## src/rtl/mdu_issue_control_pkg.sv

```systemverilog
// Shared MDU definitions: operation encoding, issue-control FSM states and
// operation-class helpers used by the issue control block and the MDU.
package mdu_issue_control_pkg;

  typedef enum logic [2:0] {
    MDU_READ_HI     = 3'd0,
    MDU_READ_LO     = 3'd1,
    MDU_WRITE_HI    = 3'd2,
    MDU_WRITE_LO    = 3'd3,
    MDU_START_MULT  = 3'd4,
    MDU_START_MULTU = 3'd5,
    MDU_START_DIV   = 3'd6,
    MDU_START_DIVU  = 3'd7
  } mdu_operation_t;

  // Reading HI has no side effect on the MDU, so it is the idle drive value
  localparam mdu_operation_t MDU_NEUTRAL_OP = MDU_READ_HI;

  localparam int unsigned ST_W = 2;
  localparam logic [ST_W-1:0] ST_IDLE      = 2'd0;
  localparam logic [ST_W-1:0] ST_WAIT      = 2'd1;
  localparam logic [ST_W-1:0] ST_READ_DONE = 2'd2;

  function automatic logic op_is_start(input mdu_operation_t op);
    return op inside {MDU_START_MULT, MDU_START_MULTU, MDU_START_DIV, MDU_START_DIVU};
  endfunction

  function automatic logic op_is_read(input mdu_operation_t op);
    return op inside {MDU_READ_HI, MDU_READ_LO};
  endfunction

endpackage

```

## src/rtl/mdu_issue_control_if.sv

```systemverilog
// Pipeline-side and MDU-side signals of the MDU issue control block.
// slave = issue control view, master = pipeline/MDU (or bench) view.
interface mdu_issue_control_if
  import mdu_issue_control_pkg::*;
#(
  parameter int unsigned DATA_W = 32
);

  logic              valid;
  mdu_operation_t    op;
  logic [DATA_W-1:0] rsValue;
  logic [DATA_W-1:0] rtValue;
  logic              flush;
  logic              mduBusy;
  logic [DATA_W-1:0] mduDataRead;
  logic [DATA_W-1:0] mduOperand1;
  logic [DATA_W-1:0] mduOperand2;
  mdu_operation_t    mduOperation;
  logic              mduStart;
  logic              stall;
  logic              resultValid;
  logic [DATA_W-1:0] result;
  logic              hang;

  modport slave (
    input  valid, op, rsValue, rtValue, flush, mduBusy, mduDataRead,
    output mduOperand1, mduOperand2, mduOperation, mduStart, stall,
           resultValid, result, hang
  );

  modport master (
    output valid, op, rsValue, rtValue, flush, mduBusy, mduDataRead,
    input  mduOperand1, mduOperand2, mduOperation, mduStart, stall,
           resultValid, result, hang
  );

endinterface

```

## src/rtl/mdu_request_buffer.sv

```systemverilog
// One-entry holding register for an MDU request that must wait on mduBusy.
module mdu_request_buffer
  import mdu_issue_control_pkg::*;
#(
  parameter int unsigned DATA_W = 32
) (
  input  logic              clock,
  input  logic              reset,
  input  logic              i_load,
  input  logic              i_clear,
  input  mdu_operation_t    i_op,
  input  logic [DATA_W-1:0] i_rs,
  input  logic [DATA_W-1:0] i_rt,
  output logic              o_valid,
  output mdu_operation_t    o_op,
  output logic [DATA_W-1:0] o_rs,
  output logic [DATA_W-1:0] o_rt
);

  logic              r_valid;
  mdu_operation_t    r_op;
  logic [DATA_W-1:0] r_rs;
  logic [DATA_W-1:0] r_rt;

  // Clear wins over load so a flush can never leave a stale request behind
  always_ff @(posedge clock) begin
    if (!reset || i_clear) begin
      r_valid <= 1'b0;
      r_op    <= MDU_NEUTRAL_OP;
      r_rs    <= '0;
      r_rt    <= '0;
    end else if (i_load) begin
      r_valid <= 1'b1;
      r_op    <= i_op;
      r_rs    <= i_rs;
      r_rt    <= i_rt;
    end
  end

  assign o_valid = r_valid;
  assign o_op    = r_op;
  assign o_rs    = r_rs;
  assign o_rt    = r_rt;

endmodule

```

## src/rtl/mdu_issue_control.sv

```systemverilog
// Execute-stage MDU issue control: holds requests while the MDU is busy and
// returns MFHI/MFLO data. Define MDU_ISSUE_STATS_EN for stall/issue counters.
module mdu_issue_control
  import mdu_issue_control_pkg::*;
#(
  parameter int unsigned MAX_WAIT = 31,
  parameter int unsigned DATA_W   = 32
) (
  input  logic                clock,
  input  logic                reset,
  mdu_issue_control_if.slave  bus
`ifdef MDU_ISSUE_STATS_EN
  ,
  output logic [31:0]         stallCycles,
  output logic [31:0]         issueCount
`endif
);

  localparam int unsigned CNT_W = $clog2(MAX_WAIT + 1);

  logic [ST_W-1:0]   r_state;
  logic [ST_W-1:0]   w_state_nxt;
  logic [CNT_W-1:0]  r_wait_cnt;
  logic [CNT_W-1:0]  w_wait_cnt_nxt;
  logic              r_hang;
  logic              r_result_valid;
  logic [DATA_W-1:0] r_result;

  logic              w_buf_valid;
  mdu_operation_t    w_buf_op;
  logic [DATA_W-1:0] w_buf_rs;
  logic [DATA_W-1:0] w_buf_rt;
  logic              w_buf_load;
  logic              w_buf_clear;

  logic              w_req_valid;
  mdu_operation_t    w_req_op;
  logic [DATA_W-1:0] w_req_rs;
  logic [DATA_W-1:0] w_req_rt;
  logic              w_issue;
  logic              w_issue_read;

  mdu_request_buffer #(.DATA_W(DATA_W)) u_req_buf (
    .clock   (clock),
    .reset   (reset),
    .i_load  (w_buf_load),
    .i_clear (w_buf_clear),
    .i_op    (bus.op),
    .i_rs    (bus.rsValue),
    .i_rt    (bus.rtValue),
    .o_valid (w_buf_valid),
    .o_op    (w_buf_op),
    .o_rs    (w_buf_rs),
    .o_rt    (w_buf_rt)
  );

  always_ff @(posedge clock) begin
    if (!reset) begin
      r_state <= ST_IDLE;
    end else begin
      r_state <= w_state_nxt;
    end
  end

  // Next state and MDU/pipeline drive; WAIT serves the buffer, other states the pipeline
  always_comb begin
    w_state_nxt      = r_state;
    w_buf_load       = 1'b0;
    w_buf_clear      = 1'b0;
    w_issue          = 1'b0;
    w_issue_read     = 1'b0;
    bus.mduOperand1  = '0;
    bus.mduOperand2  = '0;
    bus.mduOperation = MDU_NEUTRAL_OP;
    bus.mduStart     = 1'b0;
    bus.stall        = 1'b0;

    if (r_state == ST_WAIT) begin
      w_req_valid = w_buf_valid;
      w_req_op    = w_buf_op;
      w_req_rs    = w_buf_rs;
      w_req_rt    = w_buf_rt;
    end else begin
      w_req_valid = bus.valid;
      w_req_op    = bus.op;
      w_req_rs    = bus.rsValue;
      w_req_rt    = bus.rtValue;
    end

    if (!reset) begin
      w_state_nxt = ST_IDLE;
    end else if (bus.flush) begin
      w_state_nxt = ST_IDLE;
      w_buf_clear = 1'b1;
    end else if (w_req_valid) begin
      if (bus.mduBusy) begin
        bus.stall   = 1'b1;
        w_buf_load  = (r_state != ST_WAIT);
        w_state_nxt = ST_WAIT;
      end else begin
        w_issue          = 1'b1;
        w_buf_clear      = 1'b1;
        bus.mduOperation = w_req_op;
        bus.mduOperand1  = w_req_rs;
        bus.mduOperand2  = w_req_rt;
        bus.mduStart     = op_is_start(w_req_op);
        if (op_is_read(w_req_op)) begin
          bus.stall    = 1'b1;
          w_issue_read = 1'b1;
          w_state_nxt  = ST_READ_DONE;
        end else begin
          w_state_nxt  = ST_IDLE;
        end
      end
    end else begin
      w_state_nxt = ST_IDLE;
    end
  end

  // Wait counter only advances while parked in WAIT and saturates at MAX_WAIT
  always_comb begin
    w_wait_cnt_nxt = r_wait_cnt;
    if (w_issue || bus.flush) begin
      w_wait_cnt_nxt = '0;
    end else if (r_state == ST_WAIT && r_wait_cnt != CNT_W'(MAX_WAIT)) begin
      w_wait_cnt_nxt = r_wait_cnt + CNT_W'(1);
    end
  end

  always_ff @(posedge clock) begin
    if (!reset) begin
      r_wait_cnt     <= '0;
      r_hang         <= 1'b0;
      r_result_valid <= 1'b0;
      r_result       <= '0;
    end else begin
      r_wait_cnt     <= w_wait_cnt_nxt;
      r_result_valid <= w_issue_read;
      if (w_issue_read) begin
        r_result <= bus.mduDataRead;
      end
      if (w_wait_cnt_nxt == CNT_W'(MAX_WAIT)) begin
        r_hang <= 1'b1;
      end
    end
  end

  // A flush in READ_DONE squashes the instruction, so its result is withheld
  assign bus.resultValid = r_result_valid && !bus.flush;
  assign bus.result      = r_result;
  assign bus.hang        = r_hang;

`ifdef MDU_ISSUE_STATS_EN
  logic [31:0] r_stall_cycles;
  logic [31:0] r_issue_count;

  always_ff @(posedge clock) begin
    if (!reset) begin
      r_stall_cycles <= '0;
      r_issue_count  <= '0;
    end else begin
      if (bus.stall && r_stall_cycles != 32'hFFFF_FFFF) begin
        r_stall_cycles <= r_stall_cycles + 32'd1;
      end
      if (bus.mduStart) begin
        r_issue_count <= r_issue_count + 32'd1;
      end
    end
  end

  assign stallCycles = r_stall_cycles;
  assign issueCount  = r_issue_count;
`endif

endmodule

```

## src/flat_wrapper.sv

```systemverilog
// flat-port wrapper written by rule: the top's interface ports become plain ports
module mdu_issue_control_flat import mdu_issue_control_pkg::*;
#(
  parameter int unsigned MAX_WAIT = 31,
  parameter int unsigned DATA_W   = 32
)
  (clock, reset, bus_valid, bus_op, bus_rsValue, bus_rtValue, bus_flush, bus_mduBusy, bus_mduDataRead, bus_mduOperand1, bus_mduOperand2, bus_mduOperation, bus_mduStart, bus_stall, bus_resultValid, bus_result, bus_hang);
  mdu_issue_control_if #(.DATA_W(DATA_W)) bus_i ();
  input  logic clock;
  input  logic reset;
  input wire logic [$bits(bus_i.valid)-1:0] bus_valid;
  input wire logic [$bits(bus_i.op)-1:0] bus_op;
  input wire logic [$bits(bus_i.rsValue)-1:0] bus_rsValue;
  input wire logic [$bits(bus_i.rtValue)-1:0] bus_rtValue;
  input wire logic [$bits(bus_i.flush)-1:0] bus_flush;
  input wire logic [$bits(bus_i.mduBusy)-1:0] bus_mduBusy;
  input wire logic [$bits(bus_i.mduDataRead)-1:0] bus_mduDataRead;
  output wire logic [$bits(bus_i.mduOperand1)-1:0] bus_mduOperand1;
  output wire logic [$bits(bus_i.mduOperand2)-1:0] bus_mduOperand2;
  output wire logic [$bits(bus_i.mduOperation)-1:0] bus_mduOperation;
  output wire logic [$bits(bus_i.mduStart)-1:0] bus_mduStart;
  output wire logic [$bits(bus_i.stall)-1:0] bus_stall;
  output wire logic [$bits(bus_i.resultValid)-1:0] bus_resultValid;
  output wire logic [$bits(bus_i.result)-1:0] bus_result;
  output wire logic [$bits(bus_i.hang)-1:0] bus_hang;
  assign bus_i.valid = bus_valid;
  assign bus_i.op = bus_op;
  assign bus_i.rsValue = bus_rsValue;
  assign bus_i.rtValue = bus_rtValue;
  assign bus_i.flush = bus_flush;
  assign bus_i.mduBusy = bus_mduBusy;
  assign bus_i.mduDataRead = bus_mduDataRead;
  assign bus_mduOperand1 = bus_i.mduOperand1;
  assign bus_mduOperand2 = bus_i.mduOperand2;
  assign bus_mduOperation = bus_i.mduOperation;
  assign bus_mduStart = bus_i.mduStart;
  assign bus_stall = bus_i.stall;
  assign bus_resultValid = bus_i.resultValid;
  assign bus_result = bus_i.result;
  assign bus_hang = bus_i.hang;
  mdu_issue_control #(.MAX_WAIT(MAX_WAIT), .DATA_W(DATA_W)) u_core (.clock(clock), .reset(reset), .bus(bus_i));
endmodule
```

## config.mk

```make
export PLATFORM = sky130hd
export DESIGN_NAME = mdu_issue_control_flat
export DESIGN_NICKNAME = d
export VERILOG_FILES = /design/src/rtl/mdu_issue_control_pkg.sv /design/src/rtl/mdu_issue_control_if.sv /design/src/rtl/mdu_request_buffer.sv /design/src/rtl/mdu_issue_control.sv /design/src/flat_wrapper.sv
export SDC_FILE = /design/constraint.sdc
export NUM_CORES = 1
export LEC_CHECK = 0
export ABC_AREA = 0
export BUFFER_PORTS_ARGS = -buffer_cell sky130_fd_sc_hd__buf_2
export CAP_MARGIN = 5
export CORE_ASPECT_RATIO = 0.8
export CORE_MARGIN = 4
export CORE_UTILIZATION = 30
export CTS_CLUSTER_DIAMETER = 40
export CTS_CLUSTER_SIZE = 10
export DETAILED_ROUTE_END_ITERATION = 7
export PLACE_DENSITY_LB_ADDON = 0.25
export SETUP_SLACK_MARGIN = 0.4
export SYNTH_ARGS = -nofsm -noshare
export SYNTH_HDL_FRONTEND = slang
export SYNTH_SLANG_ARGS = --single-unit
```

## constraint.sdc

```tcl
create_clock -name clock -period 3.8 [get_ports clock]
set_input_delay 0.19 -clock clock [delete_from_list [all_inputs] [get_ports clock]]
set_output_delay 0.19 -clock clock [all_outputs]
set_load 0.01 [all_outputs]
```

Yosys cells after proc, flatten, opt, wreduce, memory -nomap -nowiden. Cells that the tools add are included.

Register bits after elaboration: 109.

Add/subtract/negate cells: 1. Equality and inequality tests: 9. Multiplexer cells: 43. Bitwise operators: 2. Reduce and logical (&&, ||, !) cells: 11.

Operators with widths (count): 2-to-1 mux 32 bit (10); 2-to-1 mux 1 bit (25); 2-to-1 mux 3 bit (5); equality test 3 bit, second input constant (4); 2-to-1 mux 5 bit (2); adder 5 x 1 -> 5 bit, second input constant (1); equality test 5 bit, second input constant (1); inequality test 5 bit, second input constant (1); nonzero test 4 bit (1); OR reduction 4 bit (1); equality test 3 x 1 -> 1 bit, second input constant (1); logical NOT 3 bit (1); OR reduction 3 bit (1); equality test 2 x 1 -> 1 bit, second input constant (1); logical AND 1 bit (2); logical NOT 1 bit (2); logical OR 1 bit (2); 2-to-1 mux 2 bit (1); inequality test 2 x 1 -> 1 bit, second input constant (1); NOT 1 bit (2); nonzero test 2 bit (1).

Logic depth before layout (Yosys ltp). Gate-level depths: netlist (run 1).

Depth in word-level cells: 9. Depth in mapped cells: 8. Gate-level depth less buffers: 7.

Modules after synthesis. Synthesis (run 1) repeated with hierarchy kept, for this count alone.

Cells, all modules: 651. Area total of the unflattened synthesis: 5246.3 µm².

By module, submodules not included: mdu_issue_control (times used 1, cells each 430, area an instance 2811.4 µm², sequential area each 820.8 µm²); mdu_request_buffer (times used 1, cells each 221, area an instance 2434.8 µm², sequential area each 1361.3 µm²).

Worst setup path after synthesis (run 1). Ideal clock, no wire load.

Kind: flip-flop to flip-flop. Start: register u_core.r_wait_cnt[0]. End: register u_core.r_hang (netlist: u_core.bus.hang). Arrival time: 1.889 ns. Required time: 3.716 ns. Path slack: 1.827 ns. Stages on the path, launching flop included: 8. Cell sequence: dfxtp_1 ha_1 and3_1 ha_1 nor3b_2 a21oi_1 o221a_2 o31ai_2.

Cells in the longest elaborated chain, start to end: 5. Elaborated cells on any way between the ends: 6. Classes of those cells: 1 x add/sub; 2 x eq/ne; 2 x mux; 1 x reduce/logical.

RTL lines: start, declared (line mdu_issue_control.sv:23) `logic [CNT_W-1:0] r_wait_cnt;`; start signal, assigned (line mdu_issue_control.sv:137) `r_wait_cnt <= w_wait_cnt_nxt;`; branches (longest 2 deep; another with adder 5 x 1 -> 5 bit); 2-to-1 mux 5 bit * (line mdu_issue_control.sv:125) `end else if (r_state == ST_WAIT && r_wait_cnt != CNT_W'(MAX_WAIT)) begin`; 2-to-1 mux 5 bit * (line mdu_issue_control.sv:123) `if (w_issue || bus.flush) begin`; equality test 5 bit * (line mdu_issue_control.sv:142) `if (w_wait_cnt_nxt == CNT_W'(MAX_WAIT)) begin`; end signal, assigned (line mdu_issue_control.sv:133) `r_hang <= 1'b0;`; end signal, assigned (line mdu_issue_control.sv:143) `r_hang <= 1'b1;`; end, declared (line mdu_issue_control.sv:25) `logic r_hang;`.

Mark *: on every way between the ends. A chain may end at the register's enable or synchronous reset.

Worst setup path in the final report (run 1).
Start: register u_core.r_state[1]. End: output bus_mduOperand2[18].

Cells in the longest elaborated chain, start to end: 6. Elaborated cells on any way between the ends: 7. Classes of those cells: 1 x eq/ne; 6 x mux.

RTL lines: start, declared (line mdu_issue_control.sv:21) `logic [ST_W-1:0] r_state;`; start signal, assigned (line mdu_issue_control.sv:61) `r_state <= w_state_nxt;`; equality test 2 x 1 -> 1 bit * (line mdu_issue_control.sv:78) `if (r_state == ST_WAIT) begin`; 2-to-1 mux 32 bit (line mdu_issue_control.sv:78); 2-to-1 mux 32 bit (line mdu_issue_control.sv:96) `if (bus.mduBusy) begin`; 2-to-1 mux 32 bit * (line mdu_issue_control.sv:95) `end else if (w_req_valid) begin`; 2-to-1 mux 32 bit * (line mdu_issue_control.sv:92) `end else if (bus.flush) begin`; 2-to-1 mux 32 bit * (line mdu_issue_control.sv:90) `if (!reset) begin`; end, declared (line flat_wrapper.sv:19) `output wire logic [$bits(bus_i.mduOperand2)-1:0] bus_mduOperand2;`.

Every way passes the cells marked *; elsewhere a longest branch is shown, timed or not.

==> flow_summary.yaml, run 1 <==
yosys:
  synth_nets: 828
  syn_avg_cell_area_sq_um: 7.27
  synth_seq_cells: 109
  ys_warn_count: 0
  synthFlopType: "dfxtp_1"
  ys_seq_area_share_pct: 41.6
  yosysMostFrequentCell: "nand2_1"
  synth_top_area_share_pct: 41.6
  ys_top_cells_by_area: "dfxtp_1 42%, nand2_1 22%, a21oi_2 10%, a21oi_1 7.3%, nand4_1 3.9%"
  netlist_area_sq_um: 5250
  yosysTopAreaCell: "dfxtp_1"
  synth_edf_count: 0
  synth_common_cells: "307 x nand2_1, 109 x dfxtp_1, 77 x a21oi_1"
  synth.distinct_cells: 35
  syn_inst: 722
  ys_async_sr_fraction_pct: 0
detailed_routing:
  drt-initial-drc-count: 300
  wl_per_cell_um: 14.6
  first_pass_iters: 7
  drcViolationCount: 0
  final_antenna_net_count: 0
  wirelength_um: 16300
  vias: 5314
  via_per_inst: 4.79
global_routing:
  grt_antenna_before_repair: 1
  grt_pass1_wl_um: 26400
  overflow: 0
  grt_pass1_vias: 5119
  grt_max_degree: 72
  grt.total_usage_pct: 16.1
die:
  rows: 42
  die_w_um: 156
  ioPinCount: 207
  initial_utilization_pct: 31.1
  fp.dieH_um: 126
  die-area_sq_um: 19700
  core_region_area_sq_um: 16900
setup_path:
  rr_startpoint: "u_core.r_state[1]$_SDFF_PP0_"
  cp-end-kind: "output port"
  critPathMaxStageDelay_ns: 0.53
  r2r_cells: 6
  path_class: "reg2out"
  start_kind: "flop"
  crit_slowest_cell: "nand2_2"
  reg2reg_to: "u_core.u_req_buf.o_rs[25]$_SDFFE_PP0P_"
  worstPathArrival_ns: 2.67
  r2r_slack_ns: 1.17
  worst-path-max-fanout: 37
  cp_cell_sequence: "nand2b_2 -> mux2_4 -> nand2_2 -> buf_12 -> a21oi_1 -> buf_2"
  cp.required_ns: 3.61
clock_tree:
  cts_resized: 0
  post-cts-setup-buffers: 0
  clk_pin_slew_ns: 0.08
  cts_hold_buf: 0
  clk_path_buf_depth: 2
  cts_root_buf: "clkbuf_16"
  numCtsBuffers: 9
  clk_latency_ns: 0.35
  tritoncts: "built"
  clock_sinks: 109
  htree_levels: 3
power_and_ir_drop:
  power_density_nw_per_um2: 354
  ir_worst_vdd_uv: 202
  finalPower_mw: 2.36
  p_leak_nw: 2.77
min_path:
  min-delay-start: "bus_mduDataRead[7]"
  worst_hold_path_type: "in2reg"
  hold_depth: 3
  min_to: "u_core.bus.result[7]$_SDFFE_PN0P_"
sta:
  timing.fmax_mhz: 349
  slew_headroom_pct: 49.5
  rsz0062_at_grt: "no"
  worst_pin_slew_ns: 0.758
  finalCritPeriodShare_pct: 75.3
  fin_skew_ns: 0.00511
  final.setup.tns_ns: 0
  hold_violations: 0
  min_period_ns: 2.86
  drv_slew: 0
  setup_viol: 0
final_layout:
  design_area_sq_um: 6660
  drive_above_1_share_pct: 33.9
  syn_to_final_growth_pct: 27.0
  final_nets: 990
placement:
  placed_area_sq_um: 6360
  portBuffers: 206
  detailed_place_hpwl_um: 10800
  gp_congestion: 0.758
outcome:
  outcome: "finished clean"
run:
  maxCapViolCount: 0
## stage by stage
step	util (%)	cells	worst slack, ns	hold WS [ns]
floorplan	-	722	1.83	0.326
global placement	37.7	1093	1.25	0.422
detailed placement	37.7	1093	1.18	0.426
CTS	39.5	1109	0.893	0.0460
global route	39.5	1110	0.694	0.0603
finish	39.5	1110	0.939	0.0621
## kinds of logic after synthesis
kind of cell | Yosys count | share of synthesized area [%]
flops | 109 | 41.6
compound gates | 177 | 21.9
buf+inv | 67 | 6.49
fa+ha+maj | 2 | 0.477
xor+xnor | 3 | 0.501
mux | 2 | 0.477
simple gates | 362 | 28.6
## placed cells by master (no fill, tap or decap), drive strengths merged, types with 2 or more instances in the layout
| master | instances |
|---|---|
| inv | 5 |
| xor2 | 2 |
| nand2 | 307 |
| dfxtp | 109 |
| clkbuf | 10 |
| a21oi | 137 |
| buf | 216 |
| ha | 2 |
| nand2b | 2 |
| o31ai | 2 |
| o21ai | 33 |
| nand4 | 33 |
| nor2 | 6 |
| clkinv | 2 |
| and3 | 4 |
| nor2b | 2 |
## sequential cells by signal (all words and copies together), names as in the netlist
register and cells:
u_core.u_req_buf.o_op 3, u_core.u_req_buf.o_rs 32, u_core.bus.result 32, u_core.bus.hang 1, u_core.r_wait_cnt 5, u_core.u_req_buf.o_rt 32, u_core.r_result_valid 1, u_core.r_state 2
u_core.u_req_buf.o_valid 1
## worst max path at each step
| stage | start | cells after the start | to | slack [ns] |
|---|---|---|---|---|
| floorplan | u_core.r_wait_cnt[0]$_SDFF_PN0_ | 7 | u_core.bus.hang$_SDFFE_PN0N_ | 1.83 |
| global placement | u_core.r_state[1]$_SDFF_PP0_ | 6 | u_core.u_req_buf.o_rs[25]$_SDFFE_PP0P_ | 1.25 |
| detailed placement | u_core.r_state[1]$_SDFF_PP0_ | 6 | u_core.u_req_buf.o_rs[25]$_SDFFE_PP0P_ | 1.18 |
| CTS | u_core.r_state[1]$_SDFF_PP0_ | 6 | bus_mduOperation[2] | 0.89 |
| global route | u_core.r_state[1]$_SDFF_PP0_ | 6 | bus_mduStart | 0.69 |
| finish | u_core.r_state[1]$_SDFF_PP0_ | 6 | bus_mduOperand2[18] | 0.94 |
## worst max-delay path: cells and delay by family, from the launching register on
kind                   cells  cell delay (ns)
buffers and inverters      2             0.53
AOI/OAI and AO/OA          1             0.20
DFF                        1             0.36
muxes                      1             0.47
and+or+nand+nor            2             0.74
## area by class of cell
| type | instances | area [sq um] |
|---|---|---|
| well taps | 220 | 275 |
| repair buffers | 216 | 1140 |
| flip-flops and latches | 109 | 2180 |
| clock inverters | 6 | 70.1 |
| diodes | 1 | 2.50 |
| inverters | 2 | 7.51 |
| fillers | 1769 | 10200 |
| clock buffers | 10 | 229 |
| multi-input cells | 546 | 2750 |
## metal layers
layer	global-route usage, %	share of wire [%]	vias up
li1	-	-	2707
met4	4.73	1.6	0
met2	25.1	45	155
met3	4.05	6.4	18
met1	22.1	47	2434
met5	0	0	-
## report_power, final
part	internal, mW	switching, mW
Combinational	0.0825	0.147
Clock	0.520	0.455
Sequential	1.15	0.00528
Total	1.75	0.608
Power figures use the tool's default switching activity.
==> run 2, diff against run 1 <==
--- a/config.mk
+++ b/config.mk
@@ -5,7 +5,7 @@
 export SDC_FILE = /design/constraint.sdc
 export NUM_CORES = 1
 export LEC_CHECK = 0
-export ABC_AREA = 0
+export ABC_AREA = 1
 export BUFFER_PORTS_ARGS = -buffer_cell sky130_fd_sc_hd__buf_2
 export CAP_MARGIN = 5
 export CORE_ASPECT_RATIO = 0.8
==> constraint.sdc (replaced) <==
create_clock -name clock -period 2.45 [get_ports clock]
set_input_delay 0.1225 -clock clock [delete_from_list [all_inputs] [get_ports clock]]
set_output_delay 0.1225 -clock clock [all_outputs]
set_load 0.01 [all_outputs]
==> run 2 against run 1 <==
Die area fell by 6.9%; final area grew 3.1%; critical path depth up 3; via count up 0.90%; cell count rose by 5.7%; critical endpoint is now bus_mduOperand1[12]; power grew 55%; highest routed layer is now met5; area after synthesis decreased by 7.3%; first-iteration DRC count up 42%.
==> flow_summary.yaml, run 2 <==
final_layout:
  final_nets: 1059
  final.fill_count: 1708
  most-common-layout-cells: "283 x nand2_1, 206 x buf_2, 135 x a21oi_1, 107 x dfxtp_1, 78 x nor2_1"
  diodes: 0
  syn_to_final_growth_pct: 41.3
  layout_commonest_cell: "nand2_1"
  drive_above_1_share_pct: 27.7
yosys:
  syn_avg_cell_area_sq_um: 6.62
  synthFlopType: "dfxtp_1"
  ys_async_sr_fraction_pct: 0
  yosysMostFrequentCell: "nand2_1"
  synth_common_cells: "284 x nand2_1, 136 x a21oi_1, 109 x dfxtp_1"
  netlist_area_sq_um: 4860
  syn_inst: 734
  ys_seq_area_share_pct: 44.9
  ys_top_cells_by_area: "dfxtp_1 45%, nand2_1 22%, a21oi_1 14%, nor2_1 6.1%, o21ai_0 3.4%"
  synth_edf_count: 0
  synth_nets: 840
  ys_warn_count: 0
  synth_seq_cells: 109
  synth_top_area_share_pct: 44.9
  synth.distinct_cells: 23
  yosysTopAreaCell: "dfxtp_1"
power_and_ir_drop:
  swShare_pct: 26.0
  p_leak_nw: 3.17
  power_density_nw_per_um2: 532
  clkPwrFrac_pct: 40.5
  switchingPower_mw: 0.949
  p_int_mw: 2.70
  finalPower_mw: 3.65
  ir_worst_vdd_uv: 316
  combPwrFrac_pct: 10.3
  power_frac_seq_pct: 49.1
setup_path:
  worst-path-max-fanout: 8
  worstPathBufferInverterCount: 6
  path_class: "in2out"
  cp_cell_sequence: "dlygate4sd3_1 -> buf_2 -> inv_2 -> nor2_1 -> nand3_4 -> buf_12 -> buf_12 -> a21oi_1 -> buf_2"
  cp-end-kind: "output port"
  worstPathArrival_ns: 1.83
  crit_slowest_cell: "dlygate4sd3_1"
  start_kind: "input pin"
  r2r_slack_ns: 0.66
  cp.required_ns: 2.33
  cp_top_family: "buffers and inverters"
  critPathMaxStageDelay_ns: 0.54
clock_tree:
  clk_latency_ns: 0.36
  tritoncts: "built"
  cts_root_buf: "clkbuf_16"
  numCtsBuffers: 9
  htree_levels: 3
  clk_path_buf_depth: 2
  clock_sinks: 109
  clk_pin_slew_ns: 0.08
global_routing:
  grt_pass1_vias: 4862
  overflow: 0
  grt_pass1_wl_um: 24900
  grt_max_degree: 73
  grt_antenna_before_repair: 1
  grt.total_usage_pct: 16.8
sta:
  fin_skew_ns: 0.0147
  min_period_ns: 1.96
  finalCritPeriodShare_pct: 79.8
  hold_violations: 0
  timing.fmax_mhz: 511
  rsz0062_at_grt: "no"
  drv_slew: 0
  slew_headroom_pct: 45.6
  final.setup.tns_ns: 0
  worst_pin_slew_ns: 0.817
  setup_viol: 0
detailed_routing:
  vias: 5362
  first_pass_iters: 4
  drcViolationCount: 0
  final_antenna_net_count: 0
  wl_per_cell_um: 14.1
  drt-initial-drc-count: 427
  via_per_inst: 4.57
  wirelength_um: 16500
placement:
  portBuffers: 206
  gp_congestion: 0.783
  detailed_place_hpwl_um: 10100
die:
  rows: 41
  core_region_area_sq_um: 15900
  die_w_um: 150
  fp.dieH_um: 122
  die-area_sq_um: 18300
  initial_utilization_pct: 30.7
  ioPinCount: 207
min_path:
  worst_hold_path_type: "in2reg"
outcome:
  outcome: "finished clean"
run:
  maxCapViolCount: 0
## run 2: changes by cell type in the layout (fill, tap and decap cells not counted), sizes merged, moves of 3 or more
cell / before / now
buf: 216 / 227
inv: 5 / 26
and3: 4 / 0
nand2: 307 / 285
clkbuf: 10 / 13
nand4: 33 / 0
nand3: 1 / 8
dlygate4sd3: 0 / 30
nor2: 6 / 81
## run 2: final timing paths
path / from / to / depth (start not counted)
worst max-delay path: reset / bus_mduOperand1[12] / 9
worst min-delay path: bus_mduDataRead[11] / u_core.bus.result[11]$_SDFFE_PN0P_ / 3
worst max register to register: u_core.r_wait_cnt[0]$_SDFF_PN0_ / u_core.bus.hang$_SDFFE_PN0N_ / 10
worst min register to register: u_core.bus.hang$_SDFFE_PN0N_ / u_core.bus.hang$_SDFFE_PN0N_ / 2
## run 2: logic make-up after synthesis
group	after synthesis	synth area share [%]
simple gates	376	29.8
buf+inv	74	6.82
fa+ha+maj	2	0.515
xor+xnor	1	0.180
compound gates	172	17.8
flops	109	44.9
## run 2: worst reg2reg max path, stage by stage, from the launching register on
cell     delay (ns)
dfxtp_1        0.34
ha_1           0.24
nand2_1        0.06
nor2_1         0.05
ha_1           0.18
inv_1          0.12
nand3_2        0.15
nor2_1         0.14
xor2_1         0.21
nand3_1        0.11
a21oi_1        0.12
## run 2: cell type report
| class | count | area (sq um) | share of cell area (%) |
|---|---|---|---|
| Clock inverter | 6 | 61.3 | 0.893 |
| Tap cell | 215 | 269 | 3.92 |
| Timing Repair Buffer | 260 | 1640 | 23.8 |
| Multi-Input combinational cell | 551 | 2390 | 34.8 |
| Clock buffer | 10 | 239 | 3.48 |
| Sequential cell | 109 | 2180 | 31.8 |
| Inverter | 22 | 90.1 | 1.31 |
## run 2: what timing repair did
item                                   CTS  global route
cloned                                   1             4
pin swaps                                0             2
setup endpoints to repair              107           125
resized for setup                       12             9
endpoints found under the hold margin   30             0
buffers inserted                         0             6
hold buffers                            30             0
## run 2: routing by layer
metal / global-route usage, % / routed length, um
met5: 0 / 7
met4: 4.69 / 238
met3: 5.17 / 1330
met2: 24.6 / 7050
met1: 23.9 / 7860
## run 2: power by group through the flow
stage	clock network (mW)	registers [mW]	logic (mW)
global route	1.60	1.80	0.418
detailed placement	0	1.83	0.315
global placement	0	1.83	0.318
CTS	1.53	1.79	0.362
finish	1.48	1.79	0.377
floorplan	0	1.84	0.149
## run 2: through the flow
step	util (%)	std cells	hold slack, ns	worst slack, ns	area, sq um
2_1_floorplan	-	734	0.232	0.880	4860
3_3_place_gp	38.0	1116	0.346	0.377	6030
3_5_place_dp	38.0	1116	0.354	0.379	6030
4_1_cts	42.3	1163	0.00470	0.411	6700
5_1_grt	43.3	1173	0.00706	0.402	6870
6_report	43.3	1173	0.0154	0.495	6870
